File: src/rtl/riscv_periph_pkg.sv
// Shared constants for the core's memory-mapped peripherals:
// timer register offsets, default base address and counter width.
package riscv_periph_pkg;

    localparam logic [1:0]  MTIME_LO        = 2'd0;
    localparam logic [1:0]  MTIME_HI        = 2'd1;
    localparam logic [1:0]  MTIMECMP_LO     = 2'd2;
    localparam logic [1:0]  MTIMECMP_HI     = 2'd3;

    localparam logic [31:0] TIMER_BASE_ADDR = 32'h0200_4000;
    localparam int          TIMER_W         = 64;

endpackage

File: src/rtl/timer_prescaler.sv
// Divides clk down to a one-cycle tick every PRESCALE cycles.
// Ports: clk, rst (async active-low), o_tick (high when pcnt == PRESCALE-1).
module timer_prescaler #(
    parameter int unsigned PRESCALE = 1
) (
    input  logic clk,
    input  logic rst,
    output logic o_tick
);

    localparam logic [15:0] LAST = 16'(PRESCALE - 1);

    logic [15:0] r_pcnt;

    assign o_tick = (r_pcnt == LAST);

    always_ff @(posedge clk or negedge rst) begin
        if (!rst) begin
            r_pcnt <= '0;
        end else if (o_tick) begin
            r_pcnt <= '0;
        end else begin
            r_pcnt <= r_pcnt + 16'd1;
        end
    end

endmodule

File: src/rtl/machine_timer.sv
// RISC-V machine timer: 64-bit mtime/mtimecmp on the data bus, level irq.
// Ports: clk, rst (async active-low), bus_sel/we/addr/wdata in,
//        bus_rdata/bus_rvalid read response, timer_interrupt out.
module machine_timer
    import riscv_periph_pkg::*;
#(
    parameter logic [31:0]        BASE_ADDR = TIMER_BASE_ADDR,
    parameter int unsigned        PRESCALE  = 1,
    parameter logic [TIMER_W-1:0] RESET_CMP = 64'hFFFF_FFFF_FFFF_FFFF
) (
    input  logic        clk,
    input  logic        rst,
    input  logic        bus_sel,
    input  logic        bus_we,
    input  logic [31:0] bus_addr,
    input  logic [31:0] bus_wdata,
    output logic [31:0] bus_rdata,
    output logic        bus_rvalid,
    output logic        timer_interrupt
);

    logic [TIMER_W-1:0] r_time;
    logic [TIMER_W-1:0] r_cmp;
    logic [31:0]        r_rdata;
    logic               r_rvalid;
    logic               r_irq;

    logic               w_tick;
    logic               w_wr;
    logic               w_rd;
    logic [1:0]         w_off;
    logic [TIMER_W-1:0] w_time_nxt;
    logic [TIMER_W-1:0] w_cmp_nxt;
    logic [31:0]        w_rmux;

    // Range decode happens upstream; only the word offset matters here.
    logic w_unused;
    assign w_unused = ^{BASE_ADDR, bus_addr[31:4], bus_addr[1:0]};

    timer_prescaler #(
        .PRESCALE (PRESCALE)
    ) u_prescaler (
        .clk    (clk),
        .rst    (rst),
        .o_tick (w_tick)
    );

    assign w_off = bus_addr[3:2];
    assign w_wr  = bus_sel & bus_we;
    assign w_rd  = bus_sel & ~bus_we;

    // A software write to either mtime half overrides the tick entirely.
    always_comb begin
        w_time_nxt = r_time;
        w_cmp_nxt  = r_cmp;
        if (w_tick) begin
            w_time_nxt = r_time + 64'd1;
        end
        if (w_wr) begin
            unique case (w_off)
                MTIME_LO:    w_time_nxt = {r_time[63:32], bus_wdata};
                MTIME_HI:    w_time_nxt = {bus_wdata, r_time[31:0]};
                MTIMECMP_LO: w_cmp_nxt  = {r_cmp[63:32], bus_wdata};
                MTIMECMP_HI: w_cmp_nxt  = {bus_wdata, r_cmp[31:0]};
            endcase
        end
    end

    always_comb begin
        w_rmux = '0;
        unique case (w_off)
            MTIME_LO:    w_rmux = r_time[31:0];
            MTIME_HI:    w_rmux = r_time[63:32];
            MTIMECMP_LO: w_rmux = r_cmp[31:0];
            MTIMECMP_HI: w_rmux = r_cmp[63:32];
        endcase
    end

    always_ff @(posedge clk or negedge rst) begin
        if (!rst) begin
            r_time   <= '0;
            r_cmp    <= RESET_CMP;
            r_rdata  <= '0;
            r_rvalid <= 1'b0;
            r_irq    <= 1'b0;
        end else begin
            r_time   <= w_time_nxt;
            r_cmp    <= w_cmp_nxt;
            r_rvalid <= w_rd;
            if (w_rd) begin
                r_rdata <= w_rmux;
            end
            // Compare post-update values so irq tracks the visible mtime.
            r_irq    <= (w_time_nxt >= w_cmp_nxt);
        end
    end

    assign bus_rdata       = r_rdata;
    assign bus_rvalid      = r_rvalid;
    assign timer_interrupt = r_irq;

endmodule

File: config.mk
export PLATFORM = sky130hd
export DESIGN_NAME = machine_timer
export DESIGN_NICKNAME = d
export VERILOG_FILES = /design/src/rtl/riscv_periph_pkg.sv /design/src/rtl/timer_prescaler.sv /design/src/rtl/machine_timer.sv
export SDC_FILE = /design/constraint.sdc
export NUM_CORES = 1
export LEC_CHECK = 0
export BUFFER_PORTS_ARGS = -buffer_cell sky130_fd_sc_hd__buf_2
export CAP_MARGIN = 20
export CORE_MARGIN = 4
export CORE_UTILIZATION = 55
export DETAILED_ROUTE_END_ITERATION = 16
export PLACE_DENSITY = 0.87
export SYNTH_ARGS = -nofsm -noshare
export SYNTH_HDL_FRONTEND = slang
export SYNTH_HIERARCHICAL = 1
export SYNTH_SLANG_ARGS = --single-unit
File: constraint.sdc
create_clock -name clk -period 4.9 [get_ports clk]
set_input_delay 0.245 -clock clk [delete_from_list [all_inputs] [get_ports clk]]
set_output_delay 0.245 -clock clk [all_outputs]
set_load 0.01 [all_outputs]
==> results.md, run 1 <==
- The worst setup path is of the reg2reg kind.
- The most common flop cell mapped by yosys is sky130_fd_sc_hd__dfrtp_1.
- Ranked by total cell area, the synthesized netlist is headed by sky130_fd_sc_hd__dfrtp_1, sky130_fd_sc_hd__dfstp_2, sky130_fd_sc_hd__mux2_2.
- In the routed design, unresolved DRC markers number 0.
- The clock slew at the register clock pins of the worst setup and hold paths is 0.07 ns.
- The async set-or-reset flop fraction in the synthesized netlist is 100%.
- The dominant cell by count in the synthesized netlist is sky130_fd_sc_hd__dfrtp_1.
- The accumulated negative setup slack is 0 ns.
- The synthesized flop and latch total is roughly 180.
- 0 antenna diodes ended up in the layout.
- In this run, synthesis inferred 0 flip-flops with an integrated enable.
- The mean instance size in the synthesized netlist is ~10 sq um.
- The global-route usage over all layers is 27.6%.
- The number of buffers inserted by port buffering is 71.
- The later pin in the worst-skew pair is clocked with a latency of 0.44 ns.
- Counting instances in the post-synthesis netlist gives the leading cell types as sky130_fd_sc_hd__dfrtp_1, sky130_fd_sc_hd__nor2_1, sky130_fd_sc_hd__mux2_2.
- The total number of H-tree levels is 4.
- The total wirelength of the detailed-routed design is 30000 microns.
- The max-slew headroom at the worst pin is 30.2%.
- For this configuration, the core starts out at a cell density of 55.8%.
- The maximum ir drop on the vdd rail is 0.258 mV.
- From synthesis to final layout, the design area changed by 12.9%.
- The floorplan has 51 rows.
- In this run the most critical hold path is launched from bus_wdata[16].
- The first element of the critical path is u_prescaler/r_pcnt[0].
- In this run the critical register-to-register path is launched from u_prescaler/r_pcnt[0].
- The total overflow left after global routing is 0.
- The share of synthesized area occupied by flip-flops and latches is 41.9%.
- The type of element capturing the critical path is a register.
- The Yosys step of the flow raised 6 warnings.
- In this run the cell area of the synthesized design comes to 10800 sq um.
- Synthesis handed over a netlist of 1048 instances.
- At the pin with the least slew margin, the transition time is 1.04 ns.
- Setup repair after global routing left no endpoint under its margin.
- The number of nets with antenna violations after detailed routing is 0.
- The number of failing hold endpoints at the final stage came to 0.
- The finished cells cover 12200 sq um.
- The flow ran to the end, and the final reports show no timing, DRC or antenna violations.
- The number of vias in the routed layout is 9171.
- The post-CTS repair timing setup buffer count is 0.
- For the worst setup path, the data required time is 5.27 ns.
- The maximum clock insertion buffer count is 2.
- Routability-driven placement finished with a final weighted congestion of between 0.9 and 1.
- The largest total area in the synthesized netlist belongs to sky130_fd_sc_hd__dfrtp_1.
- The synthesized netlist net count is around 1200.
- In this run the worst hold path is classified as in2reg.
- The number of global-route vias before repair is 9294.
- The share of synthesized area in the top cell type comes to 26.3%.
- Of the cells placed in the final design, the portion with a size suffix greater than 1 is 30.1%.
- The number of nets in the final layout is 1259.
- Using the TritonRoute via totals, the vias-per-cell ratio works out to roughly 6.5.
- Once detailed placement completed, the half-perimeter wirelength came to ~22000 microns.
- The first global-routing pass estimated 48300 microns of wire.
- The buffer type at the clock tree root is sky130_fd_sc_hd__clkbuf_16.
- Entering global routing, the biggest net connects between 70 and 80 pins.
- The width of the die is 148 microns.
- The power density of the placed cells is 436 nW/um^2.
- The area of the core is a little under 20000 sq um.
- The placed standard-cell area is 11600 sq um.
- TritonCTS built the clock tree.
- The total of fill cells in the finished design is between 1500 and 2000.
- The worst setup path is launched from a register.
- The first-pass iteration count of the detailed router is 6.
- For this block, the initial DRC count from the detailed router was 1057.
- Setup violations remaining at the end of the flow were counted as 0.
- The average wire per standard cell is around 21 microns.
- Data arrives at the worst endpoint at 4.94 ns.
- The clock drives 178 sinks.
- The static leakage is 5.27 nW.
- From bottom edge to top edge, the die measures roughly 150 microns.
- The clock period minus worst slack is 4.57 ns.
- The overall die area is between 20000 and 25000 sq um.
- In this run, CTS created clock tree buffers numbering 17.
- The number of antenna violations at the first check in global routing was 0.
- The final worst-path cycle share is 93.2%.
- The number of distinct standard cells referenced by the synthesized netlist is 64.
- The boundary pin count is 102.
- Based on the critical path, the design can be clocked at up to between 200 and 250 MHz.
- The final-report max-slew violation count was 0.
- The worst clock skew is 0.0114 ns.
- Max-cap violations in this run came to 0.
- The top fanout value on the critical path is 6.
==> kinds of logic after synthesis <==
kind of cell	after synthesis	synth area share (%)
fa+ha+maj	67	7.74
mux	132	16.9
simple gates	336	16.0
buf+inv	129	4.54
xor+xnor	17	1.38
flops	178	41.9
compound gates	189	11.5
==> worst max-delay path, cell delays in order, from the launching register on <==
cell	delay (ns)
sky130_fd_sc_hd__dfrtp_1	0.43
sky130_fd_sc_hd__inv_1	0.08
sky130_fd_sc_hd__ha_1	0.14
sky130_fd_sc_hd__nor3b_1	0.20
sky130_fd_sc_hd__and4_2	0.32
sky130_fd_sc_hd__nand3_2	0.15
sky130_fd_sc_hd__or3_4	0.42
sky130_fd_sc_hd__or4_1	0.56
sky130_fd_sc_hd__nor4_2	0.29
sky130_fd_sc_hd__nand4_1	0.15
sky130_fd_sc_hd__o221a_2	0.17
sky130_fd_sc_hd__ha_1	0.28
sky130_fd_sc_hd__nand4_1	0.13
sky130_fd_sc_hd__or4_4	0.57
sky130_fd_sc_hd__nor3_2	0.22
sky130_fd_sc_hd__nand4_1	0.13
sky130_fd_sc_hd__a21oi_1	0.15
sky130_fd_sc_hd__nand3b_1	0.12
==> cell type report <==
type	instances	area, sq um	area share, %
well taps	265	332	2.71
clock buffers	18	439	3.59
flip-flops and latches	178	4530	37.1
multi-input cells	741	5830	47.7
inverters	83	312	2.55
repair buffers	103	604	4.94
clock inverters	14	174	1.42
==> metrics by stage <==
step	power (mW)	cells	util, %	hold WS, ns	setup WS (ns)
after floorplan	3.26	1048	-	-0.0506	0.629
after CTS	5.31	1402	62.9	0.112	0.217
after global routing	5.62	1402	63.0	0.117	0.0423
final	5.33	1402	63.0	0.115	0.333
after global placement	3.74	1369	59.7	0.317	0.385
after detailed placement	3.86	1369	59.7	0.318	0.294
==> final timing paths <==
kind | slack (ns) | to | cells after the start
worst max-delay path | 0.33 | timer_interrupt | 17
worst min-delay path | 0.12 | r_cmp[16] | 2
worst max register to register | 0.33 | timer_interrupt | 17
worst min register to register | 0.49 | u_prescaler/r_pcnt[15] | 1
max in group asynchronous | 3.35 | r_time[18] | 3
min in group asynchronous | 0.41 | u_prescaler/r_pcnt[5] | 2
==> timing repair <==
action | in CTS | in global routing
hold buffers | 1 | 0
gates resized for setup | 0 | 6
setup endpoints to repair | 0 | 1
hold endpoints to repair | 54 | 0
==> power by group <==
part           internal [mW]  switching (mW)
sequential              1.89           0.303
combinational          0.758           0.940
clock                  0.824           0.614
total                   3.47            1.86
==> per-layer routing <==
metal  GRT usage, %  part of all wire [%]  vias to the layer above
met2           44.9                    48                      567
met1           36.1                    40                     4449
li1               -                     -                     4048
met5              0                     0                        -
met4           11.8                   3.5                        0
met3           5.73                   8.3                      107
==> registers in the layout, indices dropped and copies added, names as in the netlist <==
name,flops
r_cmp,64
r_time,64
bus_rdata,32
u_prescaler/r_pcnt,16
bus_rvalid,1
timer_interrupt,1
==> cell usage in the layout, fill, tap and decap left out, types with 6 or more instances in the layout <==
cell                        count
sky130_fd_sc_hd__dfrtp_1      114
sky130_fd_sc_hd__o32ai_1        7
sky130_fd_sc_hd__a31oi_1        7
sky130_fd_sc_hd__clkbuf_16     17
sky130_fd_sc_hd__nand4_1       33
sky130_fd_sc_hd__xnor2_1       10
sky130_fd_sc_hd__a311oi_1       9
sky130_fd_sc_hd__o21ai_0       30
sky130_fd_sc_hd__dfstp_2       64
sky130_fd_sc_hd__nor2_1        97
sky130_fd_sc_hd__nor3_1        37
sky130_fd_sc_hd__inv_6          6
sky130_fd_sc_hd__xor2_1         7
sky130_fd_sc_hd__a211oi_1      30
sky130_fd_sc_hd__a21oi_1       55
sky130_fd_sc_hd__buf_4         31
sky130_fd_sc_hd__buf_2         70
sky130_fd_sc_hd__mux4_2        32
sky130_fd_sc_hd__and3_1         9
sky130_fd_sc_hd__ha_1          67
sky130_fd_sc_hd__inv_1         83
sky130_fd_sc_hd__nor4_1        12
sky130_fd_sc_hd__o22ai_1       17
sky130_fd_sc_hd__nand3_1       39
sky130_fd_sc_hd__nand2_1       64
sky130_fd_sc_hd__mux2_2        87
sky130_fd_sc_hd__mux2i_1       13
Note: power is estimated with default switching activity, not from simulation.
==> inputs of run 2 (changes only) <==
--- a/config.mk
+++ b/config.mk
@@ -8,9 +8,9 @@
 export BUFFER_PORTS_ARGS = -buffer_cell sky130_fd_sc_hd__buf_2
 export CAP_MARGIN = 20
 export CORE_MARGIN = 4
-export CORE_UTILIZATION = 55
+export CORE_UTILIZATION = 48
 export DETAILED_ROUTE_END_ITERATION = 16
-export PLACE_DENSITY = 0.87
+export PLACE_DENSITY = 0.79
 export SYNTH_ARGS = -nofsm -noshare
 export SYNTH_HDL_FRONTEND = slang
 export SYNTH_HIERARCHICAL = 1
==> results.md, run 2 (synthesized netlist as in run 1, its figures left out) <==
- The number of buffers inserted by port buffering is 71 (unchanged).
- The height of the die is 158 microns (+6.7%).
- The switching power summed over all nets came to 1.89 mW (+1.5%).
- The worst clock skew was 0.00941 ns (-0.00198 ns).
- The boundary pin count was 102 (unchanged).
- The clock group share of total power is 26.4% (-0.6 points).
- The clock period minus worst slack is 4.72 ns (+0.149 ns).
- The number of nets with antenna violations after detailed routing is 0 (unchanged).
- The width of the die is 158 microns (+6.7%).
- The total number of H-tree levels is 4 (unchanged).
- The static leakage came to 5.27 nW (about the same).
- The total clock buffers created by CTS is 17 (unchanged).
- The power density of the placed cells is 429 nW/um^2 (-1.7%).
- The clock latency of the later-clocked register in the worst-skew pair is 0.44 ns (about the same).
- The number of failing hold endpoints at the final stage was 0 (unchanged).
- The number of antenna violations at the first check in global routing is 0 (unchanged).
- The overall die area was 25000 sq um (+14%).
- The via count normalized by instance count is 6.33 (-3.2%).
- The total of fill cells in the finished design came to 1878 (+22%).
- The run finished with clean final reports.
- The number of vias in the routed layout is 8977 (-2.1%).
- The number of buffer and inverter stages on the critical path came to 1 (unchanged).
- In this run the clock root is driven by a sky130_fd_sc_hd__clkbuf_16.
- The post-route core utilization was 55.7% (-7.4 points).
- The clock slew at the register clock pins of the worst setup and hold paths was 0.07 ns (about the same).
- The total power after layout is 5.26 mW (-1.4%).
- In this design, the critical path's most frequently occurring cell is sky130_fd_sc_hd__nand4_1.
- The number of nets in the final layout was 1260 (+0.079%).
- The total clock sinks is 178 (unchanged).
- STA classifies the critical path endpoint as a register.
- The library cell used most frequently in the layout, excluding fill and tap cells, is sky130_fd_sc_hd__dfrtp_1.
- The worst slack at placement came to 0.169 ns (-0.124 ns).
- The area growth from synthesis to layout is 13.3%.
- The final worst-path cycle share is 96.3% (+3.0 points).
- The worst-margin pin slew came to 0.789 ns (-0.256 ns).
- In this run the worst hold path is classified as in2reg.
- The share of total power consumed by net switching came to 35.9% (+1.0 points).
- The DRC violation count after routing is 0 (unchanged).
- The average wire per standard cell is 21.2 microns (-0.73%).
- The count of final setup violators is 0 (unchanged).
- The total wirelength of the detailed-routed design came to 30100 microns (+0.40%).
- The critical path start-end classification is reg2reg.
- The required time at the endpoint of the critical path is 5.28 ns (about the same).
- The final-report max-slew violation count is 0 (unchanged).
- The delay of the slowest cell on the worst path was 0.59 ns (+0.02 ns).
- For this design, the slowest cell found on the critical path is sky130_fd_sc_hd__or4_4.
- The post-CTS repair timing setup buffer count was 0 (unchanged).
- The max-slew headroom at the worst pin is 47.1% (+17 points).
- The remaining global-route overflow was 0 (unchanged).
- The global-route wire length before repair is 48400 microns (about the same).
- The number of global-route vias before repair is 9045 (-2.7%).
- The detailed placement HPWL was 21600 microns (+0.19%).
- The fraction of final layout cells sized beyond drive strength 1 is 30.1% (+0.061 points).
- The first-pass iteration count of the detailed router is 8 (+2).
- The routability congestion estimate from global placement is 0.973 (-0.10%).
- The global-route usage over all layers was 24.6% (-3.0 points).
- The nature of the critical path startpoint is a register.
- The placed standard-cell area is 11600 sq um (+0.38%).
- The post-layout instance area is 12300 sq um (+0.30%).
- The number of diodes came to 0 (unchanged).
- The share of power burned in combinational logic is 31.9% (about the same).
- The endpoint arrival time on the critical path is 5.10 ns (+0.16 ns).
- The worst setup margin is 0.183 ns (-0.149 ns).
- The area of the core is 22000 sq um (+14%).
- The accumulated negative setup slack is 0 ns (unchanged).
- The internal power contribution is 3.37 mW (-3.0%).
- The maximum ir drop on the vdd rail came to 0.231 mV (-10%).
- The maximum clock insertion buffer count is 2 (unchanged).
- The critical path goes through inv_1 > ha_1 > nor3b_1 > and4_2 > nand3_1 > or3_1 > or4_1 > nor4_2 > nand4_1 > o221a_2 > ha_1 > nand4_1 > or4_4 > nor3_2 > nand4_1 > a21oi_1 > nand3b_1.
- The relative contribution of sequential cells to total power is 41.7% (+0.6 points).
- The maximum clock frequency is 212 MHz (-3.2%).
- The reported max-cap violation count is 0 (unchanged).
- The pin count of the biggest net entering global routing was 98 (+26%).
- The row count is 54 (+5.9%).
- The number of DRC markers in iteration 0 is 989 (-6.4%).
- The top fanout value on the critical path came to 6 (unchanged).
- The top cell types in the final layout, fill and taps aside, are sky130_fd_sc_hd__dfrtp_1, sky130_fd_sc_hd__nor2_1, sky130_fd_sc_hd__mux2_2.
- On the critical path the largest part of the delay comes from simple AND/OR/NAND/NOR gates.
- The effective utilization at floorplan was 49.2% (-6.7 points).
- TritonCTS built the clock tree.
## run 2: cell count changes in the layout (fill, tap and decap cells not counted)
cell,delta
sky130_fd_sc_hd__buf_12,+3
sky130_fd_sc_hd__buf_4,-2
sky130_fd_sc_hd__clkinv_4,+2
sky130_fd_sc_hd__nor4_1,-1
sky130_fd_sc_hd__nor4_2,+1
sky130_fd_sc_hd__clkbuf_8,-1
sky130_fd_sc_hd__bufinv_16,-2
sky130_fd_sc_hd__or3_4,-1
sky130_fd_sc_hd__or3_1,+1
sky130_fd_sc_hd__clkinv_2,-3
sky130_fd_sc_hd__inv_6,+1
sky130_fd_sc_hd__inv_8,+3
## run 2: cell type report
class	instances	area, sq um	share of cell area [%]
timing repair buffer	104	649	5.30
sequential	178	4530	37.0
inverter	83	312	2.54
tap	280	350	2.86
multi-input combinational	741	5830	47.6
clock buffer	17	425	3.47
clock inverter	15	159	1.30
## run 2: layer usage
layer / share of wire, % / routed length (microns) / global-route usage (%) / vias to the layer above
li1: - / - / - / 4054
met4: 2.7 / 805 / 8.49 / 0
met3: 8.0 / 2400 / 5.28 / 78
met2: 48 / 14300 / 40.0 / 416
met5: 0 / 0 / 0 / -
met1: 42 / 12600 / 33.0 / 4429
## run 2: through the flow
stage | instances | hold WS (ns)
final | 1418 | 0.0919
after global routing | 1418 | 0.101
after CTS | 1417 | 0.0986
after detailed placement | 1384 | 0.325
after global placement | 1384 | 0.323
after floorplan | 1048 | -0.0506
## run 2: what timing repair did
action,4_1_cts,5_1_grt
endpoints found under the setup margin,0,1
hold buffers,1,0
hold endpoints to repair,51,0
resized for setup,0,6
## run 2: power by group through the flow
stage | clock, mW | combinational (mW) | sequential [mW]
final | 1.39 | 1.68 | 2.19
after global routing | 1.47 | 1.87 | 2.24
after CTS | 1.41 | 1.67 | 2.18
after detailed placement | 0 | 1.65 | 2.20
after global placement | 0 | 1.59 | 2.18
after floorplan | 0 | 1.11 | 2.15
## run 2: final timing paths
check / cells after the start / endpoint / start / slack (ns)
worst max-delay path: 17 / timer_interrupt / u_prescaler/r_pcnt[0] / 0.18
worst min-delay path: 2 / bus_rvalid / bus_we / 0.09
worst max register to register: 17 / timer_interrupt / u_prescaler/r_pcnt[0] / 0.18
worst min register to register: 1 / u_prescaler/r_pcnt[15] / u_prescaler/r_pcnt[15] / 0.50
max in group asynchronous: 3 / r_cmp[18] / rst / 3.51
min in group asynchronous: 2 / u_prescaler/r_pcnt[14] / rst / 0.40
